[config.mk]
export PLATFORM = sky130hd
export DESIGN_NAME = muldiv_unit_flat
export DESIGN_NICKNAME = d
export VERILOG_FILES = /design/src/rtl/muldiv_unit_if.sv /design/src/rtl/muldiv_unit.sv /design/src/flat_wrapper.sv
export SDC_FILE = /design/constraint.sdc
export NUM_CORES = 1
export LEC_CHECK = 0
export CAP_MARGIN = 15
export CELL_PAD_IN_SITES_DETAIL_PLACEMENT = 0
export CELL_PAD_IN_SITES_GLOBAL_PLACEMENT = 2
export CORE_ASPECT_RATIO = 0.7
export CORE_UTILIZATION = 31
export CTS_CLUSTER_SIZE = 8
export DETAILED_ROUTE_END_ITERATION = 8
export MAX_ROUTING_LAYER = met4
export PLACE_DENSITY = 0.73
export SLEW_MARGIN = 20
export SYNTH_ARGS = -nofsm -noshare
export SYNTH_HDL_FRONTEND = slang
export SYNTH_SLANG_ARGS = --single-unit
[constraint.sdc]
create_clock -name clk -period 6.6 [get_ports clk]
set_clock_uncertainty 0.15 [all_clocks]
set_input_delay 0.66 -clock clk [delete_from_list [all_inputs] [get_ports clk]]
set_output_delay 0.66 -clock clk [all_outputs]
set_load 0.1 [all_outputs]
[src/rtl/muldiv_unit_if.sv]
// Handshake bundle between the control unit and the multiply/divide unit.
// Master (issuer) drives request/flush/out_ready; slave returns ready/result/busy.
interface muldiv_unit_if #(
  parameter int W = 32
);
  logic         in_valid;
  logic         in_ready;
  logic [2:0]   op;
  logic [W-1:0] a;
  logic [W-1:0] b;
  logic         flush;
  logic         out_valid;
  logic         out_ready;
  logic [W-1:0] result;
  logic         busy;

  modport master (
    output in_valid, op, a, b, flush, out_ready,
    input  in_ready, out_valid, result, busy
  );

  modport slave (
    input  in_valid, op, a, b, flush, out_ready,
    output in_ready, out_valid, result, busy
  );
endinterface

[src/rtl/muldiv_unit.sv]
// Iterative RV M-extension mul/div: one shift-add / restoring step per clock.
// Ports: clk, rst (sync, high), bus (muldiv_unit_if.slave). Option: MULDIV_EARLY_OUT_EN.
module muldiv_unit #(
  parameter int W = 32
) (
  input  logic         clk,
  input  logic         rst,
  muldiv_unit_if.slave bus
);
  localparam int CW = $clog2(W) + 1;

  typedef enum logic [1:0] {
    IDLE, CALC, FIX, DONE
  } state_t;

  state_t         state, state_n;
  logic [2:0]     op_q;
  logic [W-1:0]   a_q, b_q;
  logic [W-1:0]   mc;
  logic [2*W-1:0] acc;
  logic [W-1:0]   rem, quo;
  logic           neg_q;
  logic [CW-1:0]  cnt;
  logic [W-1:0]   res_q;

  logic           a_sgn, b_sgn, sa, sb, neg_d;
  logic [W-1:0]   ma, mb;
  logic           accept, early;

  logic [W:0]     sum;
  logic [2*W-1:0] mul_n;
  logic [W:0]     shl;
  logic [W-1:0]   diff;
  logic           ge;
  logic [2*W-1:0] prod;
  logic [W-1:0]   qv, rv, fix_res;

  function automatic logic is_ovf(
    input logic [2:0]   o,
    input logic [W-1:0] x,
    input logic [W-1:0] y
  );
    return (o == 3'b100 || o == 3'b110) &&
           x == {1'b1, {(W-1){1'b0}}} &&
           y == {W{1'b1}};
  endfunction

  // Result for zero-operand multiplies, divide by zero and signed overflow.
  function automatic logic [W-1:0] spec_res(
    input logic [2:0]   o,
    input logic [W-1:0] x,
    input logic [W-1:0] y
  );
    if (!o[2])
      return '0;
    if (y == '0)
      return o[1] ? x : {W{1'b1}};
    return o[1] ? '0 : x;
  endfunction

  always_comb begin
    a_sgn = 1'b0;
    b_sgn = 1'b0;
    unique case (1'b1)
      (bus.op == 3'b001),
      (bus.op == 3'b100),
      (bus.op == 3'b110): begin
        a_sgn = 1'b1;
        b_sgn = 1'b1;
      end
      (bus.op == 3'b010): a_sgn = 1'b1;
      default: ;
    endcase
    sa = a_sgn & bus.a[W-1];
    sb = b_sgn & bus.b[W-1];
    ma = sa ? -bus.a : bus.a;
    mb = sb ? -bus.b : bus.b;
    // Remainder takes the dividend's sign; everything else the xor.
    neg_d = (bus.op == 3'b110) ? sa : (sa ^ sb);
  end

  assign accept = (state == IDLE) && bus.in_valid && !bus.flush;

`ifdef MULDIV_EARLY_OUT_EN
  assign early = bus.op[2] ?
    (bus.b == '0 || is_ovf(bus.op, bus.a, bus.b)) :
    (bus.a == '0 || bus.b == '0);
`else
  assign early = 1'b0;
`endif

  always_comb begin
    state_n = state;
    unique case (state)
      IDLE: if (accept) state_n = early ? DONE : CALC;
      CALC: begin
        if (bus.flush)
          state_n = IDLE;
        else if (cnt == CW'(W - 1))
          state_n = FIX;
      end
      FIX:  state_n = bus.flush ? IDLE : DONE;
      DONE: if (bus.flush || bus.out_ready) state_n = IDLE;
      default: state_n = IDLE;
    endcase
  end

  always_ff @(posedge clk) begin
    if (rst) state <= IDLE;
    else     state <= state_n;
  end

  always_comb begin
    sum   = {1'b0, acc[2*W-1:W]} + {1'b0, mc};
    mul_n = acc[0] ? {sum, acc[W-1:1]}
                   : {1'b0, acc[2*W-1:1]};
    shl   = {rem, quo[W-1]};
    ge    = shl >= {1'b0, mc};
    // Partial remainder stays below the divisor, so W bits hold the difference.
    diff  = shl[W-1:0] - mc;
    prod  = neg_q ? -acc : acc;
    qv    = neg_q ? -quo : quo;
    rv    = neg_q ? -rem : rem;
    fix_res = '0;
    if (op_q[2] && b_q == '0)
      fix_res = spec_res(op_q, a_q, b_q);
    else begin
      unique case (op_q)
        3'b000:                 fix_res = prod[W-1:0];
        3'b001, 3'b010, 3'b011: fix_res = prod[2*W-1:W];
        3'b100, 3'b101:         fix_res = qv;
        default:                fix_res = rv;
      endcase
    end
  end

  always_ff @(posedge clk) begin
    if (rst) begin
      op_q  <= '0;
      a_q   <= '0;
      b_q   <= '0;
      mc    <= '0;
      acc   <= '0;
      rem   <= '0;
      quo   <= '0;
      neg_q <= 1'b0;
      cnt   <= '0;
      res_q <= '0;
    end else begin
      unique case (state)
        IDLE: begin
          if (accept) begin
            op_q  <= bus.op;
            a_q   <= bus.a;
            b_q   <= bus.b;
            neg_q <= neg_d;
            cnt   <= '0;
            // mc is the multiplicand for mul, the divisor for div.
            mc    <= bus.op[2] ? mb : ma;
            acc   <= {{W{1'b0}}, mb};
            rem   <= '0;
            quo   <= ma;
            if (early)
              res_q <= spec_res(bus.op, bus.a, bus.b);
          end
        end
        CALC: begin
          cnt <= cnt + 1'b1;
          if (op_q[2]) begin
            quo <= {quo[W-2:0], ge};
            rem <= ge ? diff : shl[W-1:0];
          end else begin
            acc <= mul_n;
          end
        end
        FIX: if (!bus.flush) res_q <= fix_res;
        default: ;
      endcase
    end
  end

  assign bus.in_ready  = (state == IDLE);
  assign bus.out_valid = (state == DONE);
  assign bus.busy      = (state == CALC) || (state == FIX);
  assign bus.result    = res_q;
endmodule

[src/flat_wrapper.sv]
// flat-port wrapper written by rule: the top's interface ports become plain ports
module muldiv_unit_flat 
#(
  parameter int W = 32
)
  (clk, rst, bus_in_valid, bus_op, bus_a, bus_b, bus_flush, bus_out_ready, bus_in_ready, bus_out_valid, bus_result, bus_busy);
  muldiv_unit_if #(.W(W)) bus_i ();
  input  logic clk;
  input  logic rst;
  input wire logic [$bits(bus_i.in_valid)-1:0] bus_in_valid;
  input wire logic [$bits(bus_i.op)-1:0] bus_op;
  input wire logic [$bits(bus_i.a)-1:0] bus_a;
  input wire logic [$bits(bus_i.b)-1:0] bus_b;
  input wire logic [$bits(bus_i.flush)-1:0] bus_flush;
  input wire logic [$bits(bus_i.out_ready)-1:0] bus_out_ready;
  output wire logic [$bits(bus_i.in_ready)-1:0] bus_in_ready;
  output wire logic [$bits(bus_i.out_valid)-1:0] bus_out_valid;
  output wire logic [$bits(bus_i.result)-1:0] bus_result;
  output wire logic [$bits(bus_i.busy)-1:0] bus_busy;
  assign bus_i.in_valid = bus_in_valid;
  assign bus_i.op = bus_op;
  assign bus_i.a = bus_a;
  assign bus_i.b = bus_b;
  assign bus_i.flush = bus_flush;
  assign bus_i.out_ready = bus_out_ready;
  assign bus_in_ready = bus_i.in_ready;
  assign bus_out_valid = bus_i.out_valid;
  assign bus_result = bus_i.result;
  assign bus_busy = bus_i.busy;
  muldiv_unit #(.W(W)) u_core (.clk(clk), .rst(rst), .bus(bus_i));
endmodule
# Yosys cells after proc, flatten, opt, wreduce, memory -nomap -nowiden
# Cells that the tools add are included.
# totals
output_inout_bits,35
reg_bits,268
# op_classes
muxes,41
n_reduce_logical,20
order_cmp,1
addsub,8
bitwise_logic,4
n_eq_ne,18
# op_table
cell,n
$mux 32,17
$mux 64,4
$neg 32->32,4
$pmux 32 s2,2
$pmux 64 s2,1
$pmux 32 s3,1
$neg 64->64,1
$add 32x32->33,1
$ge 33x32->1,1
$logic_not 32->1,1
$sub 32x32->32,1
$eq 3x3->1 const B,4
$pmux 6 s2,1
$mux 2,5
$eq 3x2->1 const B,3
$reduce_and 3->1,3
$mux 1,8
$pmux 2 s4,1
$add 6x1->6 const B,1
$eq 3x1->1 const B,2
$eq 6x5->1 const B,1
$mux 6,1
$ne 2x1->1 const B,3
$reduce_and 2->1,3
16 further kinds,22

# Longest topological paths before layout
# Gate-level depths: netlist of the first run.
# logic_depth
word_depth,8
depth_mapped,14
ltp_nobuf,14

# Worst setup path before layout of the first run
# Ideal clock, no wire load.
# synth_timing
kind,register to register
startpoint,reg u_core.acc[0]
endpoint,reg u_core.res_q[16] (netlist: u_core.bus.result[16])
stages_incl_launch_ff,15
n_path_buf,2
setup_ns,0.132
required_time_ns,6.318
arrival_ns,3.182
setup_slack_ns,3.135
cell_sequence,dfxtp_1 > clkbuf_1 > inv_1 > ha_1 > or3b_2 > nor2_1 > nand4_1 > or2_1 > or3_1 > buf_2 > nand3_2 > o22ai_1 > or4_1 > o211ai_1 > a21oi_1
# synth_between
elab_chain_len,4
# synth_rtl
element,line_no,text
from (decl),muldiv_unit.sv:20,logic [2*W-1:0] acc;
from (signal assigned),muldiv_unit.sv:160,"acc <= {{W{1'b0}}, mb};"
from (signal assigned),muldiv_unit.sv:173,acc <= mul_n;
$neg 64->64,muldiv_unit.sv:121,prod = neg_q ? -acc : acc;
$mux 64,muldiv_unit.sv:121,
$pmux 32 s3,muldiv_unit.sv:128,unique case (op_q)
$mux 32,muldiv_unit.sv:125,if (op_q[2] && b_q == '0)
to (signal assigned),muldiv_unit.sv:164,"res_q <= spec_res(bus.op, bus.a, bus.b);"
to (signal assigned),muldiv_unit.sv:176,FIX: if (!bus.flush) res_q <= fix_res;
to (decl),muldiv_unit.sv:24,logic [W-1:0] res_q;
# Every way passes these cells.
# A chain may end at the register's enable or synchronous reset.

# Final worst setup path of the first run
# layout_timing
startpoint,reg u_core.acc[0]
endpoint,reg u_core.res_q[12] (netlist: u_core.bus.result[12])
# Same word-level chain as after synthesis.

==> flow_summary.ini, run 1 <==
[power]
p_leak_nw = 7.97
p_total_mw = 5.30
powerDensity_mw_per_mm2 = 241
vdd_drop_max_v = 0.000136

[drt]
vias = 20091
ant_nets = 0
drtPass1Iterations = 6
drc_errors = 0
drt_iter0_drc = 2140
viasPerCell = 5.77
wl_um = 87900
wl_per_cell_um = 25.3

[synthesis]
yosys_warnings = 0
synth.avg_cell_area_um2 = 7.21
synth_ff_type = dfxtp_1
synthAdderAreaFrac_pct = 5.07
yosys-top-cells-count = nand2_1, a21oi_1, dfxtp_1
synth_compound_area_share_pct = 26.0
synthXorXnorAreaFrac_pct = 9.20
synth_top_area_cell = dfxtp_1
synth_nets = 2791
ys_types = 77
synth_seq_cells = 268
synth_area_leaders = dfxtp_1, nand2_1, a21oi_1
ys_seq_area_share_pct = 28.2
yosysTopAreaCellShare_pct = 28.2
synthMuxAreaShare_pct = 3.13
synthCells = 2643
netlist_area_mm2 = 0.0190
yosys.area_share.simple_pct = 23.5
synth_top_family_by_area = compound AO/OA/AOI/OAI gates
yosysMostFrequentCell = nand2_1
synth_edf_count = 0
async_flop_share_pct = 0

[global_route]
grt_pass1_wl_um = 127000
antenna_found_initial = 2
grt_pass1_vias = 18602
grt_max_degree = 97
grtUsageTotal_pct = 28.3
grt_overflow = 0

[critical_path]
crit_chain = inv_1, ha_1, or3b_2, nor2_1, nand4_1, or2_1, or3_1, o21ai_1, xnor2_1, a211oi_1, nor4_1
rrSetupSlack_ns = 1.54
path_class = reg2reg
crit_path_end_kind = flip-flop
critPathBufInv = 1
crit_fanout = 20
cpMaxStageDelayCell = a211oi_1
cp_data_required_time_ns = 6.84
path_delay_family = simple AND/OR/NAND/NOR gates
slowest_delay_ns = 0.97
worstSetupStartpointType = flip-flop
worstPathArrival_ns = 5.30

[timing]
fmax_ghz = 0.198
hold_viol = 0
final-setup-viol-count = 0
setup-tns-final_ns = 0
rsz0062_at_grt = false
timing.final.crit_period_ns = 5.06
setup_slack_ns = 1.54
worst_slew_pin_slew_ns = 1.24
maxSlewViolCount = 0
post-route-period-util_pct = 76.7
max-slew-margin-rel_pct = 17.3

[floorplan]
rows = 75
boundaryPins = 107
die_w_um = 298
fp.dieH_um = 209
core_mm2 = 0.0603
die_area_mm2 = 0.0625
start_util_pct = 31.6

[clock_network]
htreeDepth = 2
cts_hold_buf = 0
post_cts_buffers = 0
tritoncts = yes
cts_buffers = 39
insertion_delay_ns = 0.57
cts_resized = 0
cts_sinks = 268
cts_buffer_depth = 3
cts.clk_slew.worst_paths_ns = 0.05
clockRootBuffer = clkbuf_16

[run]
cap_violations = 0

[place]
hpwl_um = 67400
place_congestion = 0.981
port_buffers = 106
dpl_worst_slack_ns = 1.84
dp_cells = 3430

[final_layout]
synthToLayoutAreaGrowth_pct = 15.2
multiInputGateArea_mm2 = 0.0128
drive_above_1_share_pct = 5.51
final_util_pct = 36.4
instances_no_fill = 3479
fillerInstances = 6400
seq_area_mm2 = 0.00537
nets = 2812

[status]
outcome = finished, final reports clean

[worst_hold_path]
min_path_type = reg2reg
==> registers in the layout, summed over array words and instances, names as in the netlist <==
| register | cells |
|---|---|
| u_core.bus.result | 32 |
| u_core.cnt | 6 |
| u_core.state | 2 |
| u_core.quo | 32 |
| u_core.b_q | 32 |
| u_core.rem | 32 |
| u_core.neg_q | 1 |
| u_core.acc | 64 |
| u_core.mc | 32 |
| u_core.op_q | 3 |
| u_core.a_q | 32 |
==> cells by family (layout without fill, tap and decap cells) <==
| family | Yosys count | in the layout |
|---|---|---|
| simple gates | 989 | 989 |
| compound gates | 805 | 805 |
| flops | 268 | 268 |
| buf+inv | 248 | 273 |
| xor+xnor | 200 | 200 |
| fa+ha+maj | 76 | 76 |
| mux | 57 | 57 |
| other cells | 0 | 3 |
==> worst reg2reg max path: stages (launching register included) <==
cell and delay (ns):
dfxtp_1 0.61, inv_1 0.46, ha_1 0.26, or3b_2 0.48, nor2_1 0.36, nand4_1 0.32
or2_1 0.35, or3_1 0.50, o21ai_1 0.23, xnor2_1 0.08, a211oi_1 0.97, nor4_1 0.12
==> power breakdown <==
| part | total, mW | switching, mW | internal, mW |
|---|---|---|---|
| registers | 1.85 | 0.149 | 1.71 |
| clock network | 1.86 | 0.794 | 1.07 |
| logic | 1.58 | 1.08 | 0.502 |
==> cells in the final DEF, fill, tap and decap left out, types with 9 or more instances in the layout <==
cell type        instances
nand2_1                444
a21oi_1                269
dfxtp_1                267
nor2_1                 232
o21ai_0                197
xor2_1                 111
clkdlybuf4s50_1        104
xnor2_1                 87
inv_1                   76
ha_1                    73
nor3_1                  69
nor4_1                  45
mux2i_1                 45
o31ai_1                 45
buf_4                   42
clkbuf_16               40
nand3_1                 36
a211oi_1                35
or3_1                   33
a22oi_1                 32
nand2b_1                26
o22ai_1                 26
a21o_1                  25
o211ai_1                25
a31oi_1                 22
o41ai_1                 21
or4_1                   19
nand4_1                 11
mux2_2                  11
or2_2                   10
o221ai_1                10
a221oi_1                10
and2_1                   9
a22o_1                   9
nor2b_1                  9
o21bai_1                 9
==> per-layer routing <==
metal  up-vias  wire (um)  GRT usage, %
met5         -          0             -
met4         0       2920          9.21
met3       129       8890          9.33
met2       731      34500          37.5
met1      9725      41600          39.6
li1       9506          -             -
==> final timing paths <==
| check | cells past startpoint | startpoint | to |
|---|---|---|---|
| hold / removal | 2 | u_core.bus.result[5] | u_core.bus.result[5] |
| hold reg to reg | 2 | u_core.bus.result[5] | u_core.bus.result[5] |
| setup reg to reg | 11 | u_core.acc[0] | u_core.bus.result[12] |
| setup / recovery | 11 | u_core.acc[0] | u_core.bus.result[12] |
==> stage by stage <==
step           area, um2  hold WS, ns
2_1_floorplan      19000        0.281
6_report           21900        0.290
5_1_grt            21900        0.315
3_3_place_gp       20900        0.283
3_5_place_dp       20900        0.287
4_1_cts            21900        0.294
==> cell type report <==
| cell class | instances | area share, % |
|---|---|---|
| repair buffers | 149 | 6.30 |
| well taps | 808 | 4.61 |
| multi-input cells | 2127 | 58.5 |
| inverters | 79 | 1.35 |
| clock inverters | 3 | 0.137 |
| flip-flops and latches | 268 | 24.5 |
| clock buffers | 42 | 4.59 |
| diodes | 3 | 0.0342 |
Power figures use the tool's default switching activity.
==> run 2, diff against run 1 <==
==> constraint.sdc (replaced) <==
create_clock -name clk -period 4.9 [get_ports clk]
set_clock_uncertainty 0.15 [all_clocks]
set_input_delay 0.49 -clock clk [delete_from_list [all_inputs] [get_ports clk]]
set_output_delay 0.49 -clock clk [all_outputs]
set_load 0.1 [all_outputs]
==> flow_summary.ini, run 2 (same netlist as run 1, synthesis figures left out) <==
[clock_network]
cts_resized = 0
cts_hold_buf = 0
post_cts_buffers = 0
cts_buffers = 40
clockRootBuffer = clkbuf_16
tritoncts = yes
insertion_delay_ns = 0.56
htreeDepth = 2
cts.clk_slew.worst_paths_ns = 0.05
cts_sinks = 268
cts_buffer_depth = 3

[status]
outcome = finished, final reports clean

[drt]
routed-wl-met3_um = 8620
wl_met1_um = 42300
vias = 20419
ant_nets = 0
dr_wl_met2_um = 35700
drt_iter0_drc = 2050
viasPerCell = 5.80
wl_um = 88400
drc_errors = 0
top_layer_used = met4
drtPass1Iterations = 9
wl_per_cell_um = 25.1

[timing]
fmax_ghz = 0.234
setup_slack_ns = 0.624
worst_slew_pin_slew_ns = 1.23
max-slew-margin-rel_pct = 17.8
hold_viol = 0
setup-tns-final_ns = 0
rsz0062_at_grt = false
timing.final.crit_period_ns = 4.28
final-setup-viol-count = 0
maxSlewViolCount = 0
post-route-period-util_pct = 87.3

[floorplan]
die_area_mm2 = 0.0625
rows = 75
fp.dieH_um = 209
core_mm2 = 0.0603
start_util_pct = 31.6
boundaryPins = 107
die_w_um = 298

[critical_path]
crit_fanout = 31
reg2reg_from = u_core.rem[5]
r2r_cells = 11
rrSetupSlack_ns = 0.62
worstSetupStartpointType = flip-flop
path_class = reg2reg
cp-startpoint = u_core.rem[5]
crit_path_end_kind = flip-flop
worstPathArrival_ns = 4.55
timing.critical_path.to = u_core.rem[19]
r2r-end = u_core.rem[19]
cp_data_required_time_ns = 5.17

[final_layout]
final_util_pct = 37.0
regMostFlops = u_core.acc
largest_reg_flops = 64
synthToLayoutAreaGrowth_pct = 17.1
nets = 2848
seq_area_mm2 = 0.00537
multiInputGateArea_mm2 = 0.0128
final_common_cell = nand2_1
drive_above_1_share_pct = 6.69
final_cell_mix = nand2_1, a21oi_1, dfxtp_1
fillerInstances = 6373

[power]
powerDensity_mw_per_mm2 = 327
p_leak_nw = 8.19
vdd_drop_max_v = 0.000196
p_total_mw = 7.29

[global_route]
grt_max_degree = 97
antenna_found_initial = 5
grt_overflow = 0
grtUsageTotal_pct = 28.5
grt_pass1_wl_um = 129000
grt_pass1_vias = 18899

[place]
port_buffers = 106
hpwl_um = 67500
dpl_worst_slack_ns = 0.690
place_congestion = 0.986

[run]
cap_violations = 0

[worst_hold_path]
min_path_type = reg2reg
-- run 2: changes by cell type in the layout (fill, tap and decap cells not counted), sizes merged --
cell	change
buf	+36
clkbuf	+3
diode	+3
clkinvlp	+1
inv	-1
-- run 2: report_power, final --
group	total, mW	switching (mW)	internal, mW
Clock	2.62	1.09	1.53
Combinational	2.21	1.49	0.713
Sequential	2.47	0.171	2.30
Total	7.29	2.75	4.54
-- run 2: final cells by class --
class	instances	area share, %
antenna	6	0.0673
sequential	268	24.1
clock inverter	3	0.129
clock buffer	46	4.82
timing repair buffer	184	7.56
multi-input combinational	2127	57.5
inverter	79	1.33
tap	808	4.53
-- run 2: worst max-delay path, stage by stage, from the launching register on --
cell and delay, ns:
dfxtp_1 0.50, ha_1 0.35, a211oi_1 0.29, nor2_1 0.11, o31ai_1 0.50, nand3_1 0.36, nand3_1 0.21, a31oi_1 0.09
or4_2 0.82, buf_12 0.28, nand2_1 0.30, o21ai_0 0.15
-- run 2: worst min-delay path by stage --
stage / startpoint / end / slack, ns / cells after the start
after CTS: u_core.b_q[0] / u_core.b_q[0] / 0.30 / 2
final: u_core.b_q[3] / u_core.b_q[3] / 0.30 / 2
after global placement: u_core.b_q[5] / u_core.b_q[5] / 0.29 / 2
after global routing: u_core.b_q[30] / u_core.b_q[30] / 0.32 / 2
after floorplan: u_core.b_q[30] / u_core.b_q[30] / 0.28 / 2
after detailed placement: u_core.b_q[0] / u_core.b_q[0] / 0.30 / 2
-- run 2: metal layers --
| layer | track usage [%] | vias to the layer above |
|---|---|---|
| li1 | - | 9571 |
| met1 | 41.6 | 9861 |
| met2 | 39.1 | 896 |
| met3 | 6.26 | 91 |
| met4 | 6.61 | 0 |
| met5 | - | - |
-- run 2: through the flow --
step	instances	area, um2	hold WS (ns)
2_1_floorplan	2643	19000	0.281
3_3_place_gp	3466	21200	0.287
3_5_place_dp	3466	21200	0.296
4_1_cts	3515	22300	0.303
5_1_grt	3518	22300	0.324
6_report	3521	22300	0.299
